<file path="src/rtl/fanout_accumulator.sv">
// ============================================================================
//  Module   : fanout_accumulator
//  Purpose  : Per-net fanout counter. At end-of-netlist it scans every net
//             and emits the (net, count) pairs that meet a threshold, then
//             clears itself. Optional macro FANOUT_ACC_SAT_EN selects
//             saturating counters; the default build wraps.
//  Revision : 1.0 - initial release
// ============================================================================
`default_nettype none

module fanout_accumulator #(
    parameter int NET_W = 4,
    parameter int CNT_W = 4
) (
    input  logic             clk,
    input  logic             rst,
    input  logic             in_valid,
    output logic             in_ready,
    input  logic [NET_W-1:0] in_net,
    input  logic             in_last,
    input  logic [CNT_W-1:0] thr,
    output logic             out_valid,
    input  logic             out_ready,
    output logic [NET_W-1:0] out_net,
    output logic [CNT_W-1:0] out_cnt,
    output logic             done,
    output logic             overflow
);

    localparam int               DEPTH    = 2**NET_W;
    localparam logic [CNT_W-1:0] CNT_MAX  = '1;
    localparam logic [NET_W-1:0] LAST_NET = NET_W'(DEPTH - 1);

    typedef enum logic [1:0] {
        ST_ACCUM = 2'd0,
        ST_DRAIN = 2'd1,
        ST_CLEAR = 2'd2
    } state_t;

    state_t             state_q,     state_d;
    logic [CNT_W-1:0]   cnt_q [DEPTH];
    logic [CNT_W-1:0]   cnt_d [DEPTH];
    logic [CNT_W-1:0]   thr_q,       thr_d;
    logic [NET_W-1:0]   p_q,         p_d;
    logic               scan_end_q,  scan_end_d;
    logic               in_ready_q,  in_ready_d;
    logic               out_valid_q, out_valid_d;
    logic [NET_W-1:0]   out_net_q,   out_net_d;
    logic [CNT_W-1:0]   out_cnt_q,   out_cnt_d;
    logic               done_q,      done_d;
    logic               overflow_q,  overflow_d;

    logic               w_accept;
    logic               w_slot_free;

    assign w_accept    = in_valid & in_ready_q;
    assign w_slot_free = ~out_valid_q | out_ready;

    always_comb begin
        state_d     = state_q;
        cnt_d       = cnt_q;
        thr_d       = thr_q;
        p_d         = p_q;
        scan_end_d  = scan_end_q;
        out_valid_d = out_valid_q;
        out_net_d   = out_net_q;
        out_cnt_d   = out_cnt_q;
        done_d      = 1'b0;
        overflow_d  = overflow_q;

        case (state_q)
            ST_ACCUM: begin
                if (w_accept) begin
                    if (cnt_q[in_net] == CNT_MAX) begin
                        overflow_d = 1'b1;
                    end
`ifdef FANOUT_ACC_SAT_EN
                    if (cnt_q[in_net] != CNT_MAX) begin
                        cnt_d[in_net] = cnt_q[in_net] + 1'b1;
                    end
`else
                    cnt_d[in_net] = cnt_q[in_net] + 1'b1;
`endif
                    if (in_last) begin
                        state_d    = ST_DRAIN;
                        thr_d      = thr;
                        p_d        = '0;
                        scan_end_d = 1'b0;
                    end
                end
            end

            ST_DRAIN: begin
                if (w_slot_free) begin
                    // scan_end marks that the last net was evaluated; the
                    // extra cycle lets its result be consumed before done.
                    if (scan_end_q) begin
                        out_valid_d = 1'b0;
                        done_d      = 1'b1;
                        scan_end_d  = 1'b0;
                        state_d     = ST_CLEAR;
                    end else begin
                        if ((cnt_q[p_q] != '0) && (cnt_q[p_q] >= thr_q)) begin
                            out_valid_d = 1'b1;
                            out_net_d   = p_q;
                            out_cnt_d   = cnt_q[p_q];
                        end else begin
                            out_valid_d = 1'b0;
                        end
                        p_d = p_q + 1'b1;
                        if (p_q == LAST_NET) begin
                            scan_end_d = 1'b1;
                        end
                    end
                end
            end

            ST_CLEAR: begin
                for (int i = 0; i < DEPTH; i++) begin
                    cnt_d[i] = '0;
                end
                state_d = ST_ACCUM;
            end

            default: begin
                state_d = ST_ACCUM;
            end
        endcase

        in_ready_d = (state_d == ST_ACCUM);
    end

    always_ff @(posedge clk or posedge rst) begin
        if (rst) begin
            state_q     <= ST_ACCUM;
            for (int i = 0; i < DEPTH; i++) begin
                cnt_q[i] <= '0;
            end
            thr_q       <= '0;
            p_q         <= '0;
            scan_end_q  <= 1'b0;
            in_ready_q  <= 1'b1;
            out_valid_q <= 1'b0;
            out_net_q   <= '0;
            out_cnt_q   <= '0;
            done_q      <= 1'b0;
            overflow_q  <= 1'b0;
        end else begin
            state_q     <= state_d;
            cnt_q       <= cnt_d;
            thr_q       <= thr_d;
            p_q         <= p_d;
            scan_end_q  <= scan_end_d;
            in_ready_q  <= in_ready_d;
            out_valid_q <= out_valid_d;
            out_net_q   <= out_net_d;
            out_cnt_q   <= out_cnt_d;
            done_q      <= done_d;
            overflow_q  <= overflow_d;
        end
    end

    assign in_ready  = in_ready_q;
    assign out_valid = out_valid_q;
    assign out_net   = out_net_q;
    assign out_cnt   = out_cnt_q;
    assign done      = done_q;
    assign overflow  = overflow_q;

endmodule

`default_nettype wire

</file>
<file path="config.mk">
export PLATFORM = sky130hd
export DESIGN_NAME = fanout_accumulator
export DESIGN_NICKNAME = d
export VERILOG_FILES = /design/src/rtl/fanout_accumulator.sv
export SDC_FILE = /design/constraint.sdc
export NUM_CORES = 1
export LEC_CHECK = 0
export CAP_MARGIN = 20
export CORE_AREA = 5 5 124 126
export CTS_BUF_LIST = sky130_fd_sc_hd__clkbuf_8
export CTS_CLUSTER_SIZE = 14
export DETAILED_ROUTE_END_ITERATION = 12
export DIE_AREA = 0 0 129 131
export PLACE_DENSITY = 0.5
export SKIP_LAST_GASP = 1
export SYNTH_ARGS = -nofsm -noshare
export SYNTH_HDL_FRONTEND = slang
export SYNTH_SLANG_ARGS = --single-unit
export TNS_END_PERCENT = 5
</file>
<file path="constraint.sdc">
create_clock -name clk -period 3.4 [get_ports clk]
set_input_delay 0.34 -clock clk [delete_from_list [all_inputs] [get_ports clk]]
set_output_delay 0.34 -clock clk [all_outputs]
set_load 0.05 [all_outputs]
</file>
==> reports/results.ini <==
[run]
cap_violations=0

[sta]
setup_tns_ps=0
fin_skew_ps=16.38
hold_violations=0
fmax_mhz=309.9
slew_headroom_pct=48.61
finalCritPeriodShare_pct=94.90
fin_crit_ps=3226
final-max-slew-violation-count=0
tightestPinTransition_ps=769.2
rsz0062_at_grt=true
setup_violations=0
worst_slack_ps=173.5

[floorplanning]
core.rowCount=44
ioPinCount=25
die_h_um=131
initial_utilization_pct=34.22
dieArea_sq_mm=0.01690
die_w_um=129
core_area_sq_mm=0.01420

[final_layout]
drive_above_1_share_pct=20.08
final_cells=677
nets=508
diodes=0
multiInputGateArea_sq_mm=0.002486
seqCellArea_sq_mm=0.002178
nFillCells=1381
mostFrequentLayoutCells=86 x dfrtp_1, 62 x nand2_1, 44 x nand3_1
area_growth_pct=17.35
layout_commonest_cell=dfrtp_1

[cts]
cts_inserted_buffers=9
cts_setup_buffers=0
htreeDepth=3
cts_tree=yes
cts.sinks=87
clk_pin_slew_ps=90
clock-root-buffer=clkbuf_8
clk_path_buf_depth=2
clock_latency_ps=390

[global_route]
grt_pass1_vias=3703
antenna_found_initial=0
gr-total-overflow=0
grt_usage_pct=17.15
grt_max_degree=34
grt_pass1_wl_um=21910

[synth]
yosys.area_share.xor_xnor_pct=1.107
synthMuxAreaShare_pct=21.88
synth_area_per_cell_sq_um=10.97
synth_top_area_share_pct=44.27
synth_warnings=0
netlist_area_sq_mm=0.004861
yosysTopAreaCell=dfrtp_1
ys_seq_elements=87
syn_inst=443
synthTopCellsByArea=dfrtp_1 44%, mux4_2 11%, mux4_1 5.9%
synth_compound_area_share_pct=10.94
syn-num-nets=462
synth_cell_types=43
synth-seq-area-share_pct=44.81
synth_top_flop_cell=dfrtp_1
synth_edf_count=0
synth_fa_ha_area_share_pct=1.544
synth_top_family_by_area=multiplexers
synth-simple-area-share_pct=15.34
synthArstFlopShare_pct=100.0

[setup_path]
r2r_cells=12
critPathRequiredTime_ps=3670
crit_fanout=13
rr_startpoint=p_q[0]
reg2reg_slack_ps=170
r2r_end=out_net[2]
critPathKind=reg2reg
worstSetupStartpoint=p_q[0]
start_kind=flip-flop
end_kind=flip-flop
cp.arrival_ps=3500

[detailed_routing]
ant_nets=0
drc=0
viasPerCell=5.473
wl_um=13440
first_pass_iters=5
dr_total_vias=3705
drt-initial-drc-count=256
wl_per_cell_um=19.86

[pwr]
combPwrFrac_pct=47.4
p_per_area_mw_per_mm2=718.9
clkPwrFrac_pct=15.4
power_switching_mw=1.641
intPower_mw=2.460
switching_share_pct=40.01
ir_worst_vdd_mv=0.3400
p_seq_share_pct=37.2
cellLeakagePower_nw=2.537

[place]
dp_hpwl_um=10020
dp.cells=662
post-place-ws_ps=-358.6
place.gp.congestion=0.8567
io_buffers=24

[min_path]
hold_path.class=in2async

[run_status]
status=complete, no violations

[worst max-delay path by stage]
stage                       to  cells after the start
finish              out_net[2]                     12
global route        out_net[2]                     12
CTS                   cnt_q[2]                      8
detailed placement   cnt_q[62]                      8
global placement     cnt_q[14]                      8
floorplan           out_cnt[2]                     10
[cells in the mapped netlist, types with 4 or more instances]
cell       n
a21oi_1   20
a22oi_1    7
and2_1     5
buf_2      4
clkbuf_1  19
dfrtp_1   86
ha_1       6
inv_1     11
mux2_2     5
mux2i_1   20
mux4_1    11
mux4_2    23
nand2_1   62
nand2b_1   5
nand3_1   44
nor2_1    22
nor2b_1    6
o21ai_0   33
o31ai_1    6
o31ai_2    7
[critical path, cell delays in order (launching register included)]
cell	delay [ps]
dfrtp_1	400
buf_12	170
mux4_2	530
a22oi_1	280
nand3_1	170
inv_1	90
ha_1	110
nand2b_1	90
a21o_1	130
a21o_1	110
a21oi_1	100
nor4_4	520
mux2_2	390
[area by class of cell]
cell class,instances,share of cell area [%]
multi-input cells,311,43.58
flip-flops and latches,87,38.19
repair buffers,68,10.66
well taps,184,4.036
clock buffers,9,2.172
inverters,12,0.8116
clock inverters,6,0.5484
[state kept, by name, indices dropped and copies added (netlist names)]
name / cells
out_cnt: 4
out_net: 4
thr_q: 4
p_q: 4
state_q: 2
done: 1
cnt_q: 64
out_valid: 1
in_ready: 1
overflow: 1
scan_end_q: 1
[metrics by stage]
stage / power, mW / util (%) / instance area (sq um) / hold slack [ps]
final: 4.101 / 40.16 / 5704 / 300.6
after global routing: 4.388 / 40.16 / 5704 / 342.2
after CTS: 4.142 / 40.11 / 5697 / 312.1
after detailed placement: 3.481 / 38.95 / 5533 / 481.1
after global placement: 3.453 / 38.95 / 5533 / 472.5
after floorplan: 2.770 / - / 4861 / 445.4
[metal layers]
layer	up-vias	routed length, um	track usage [%]
li1	1711	-	-
met1	1862	6075	23.46
met2	109	6310	26.74
met3	23	843	5.407
met4	0	213	4.138
met5	-	0	0
[power by group through the flow]
stage | clock, mW | combinational [mW] | sequential, mW
global route | 0.698 | 2.13 | 1.56
CTS | 0.657 | 1.96 | 1.53
detailed placement | 0 | 1.93 | 1.55
floorplan | 0 | 1.14 | 1.63
global placement | 0 | 1.91 | 1.55
finish | 0.632 | 1.94 | 1.53
[kinds of logic after synthesis]
family / Yosys count
buf+inv: 45
mux: 59
simple gates: 159
flops: 87
compound gates: 83
fa+ha+maj: 6
xor+xnor: 4
[timing repair]
action | in CTS | in global routing
gates resized for setup | 1 | 1
setup endpoints to repair | 5 | 6
hold buffers | 0 | 0
(Power assumes the default switching activity.)
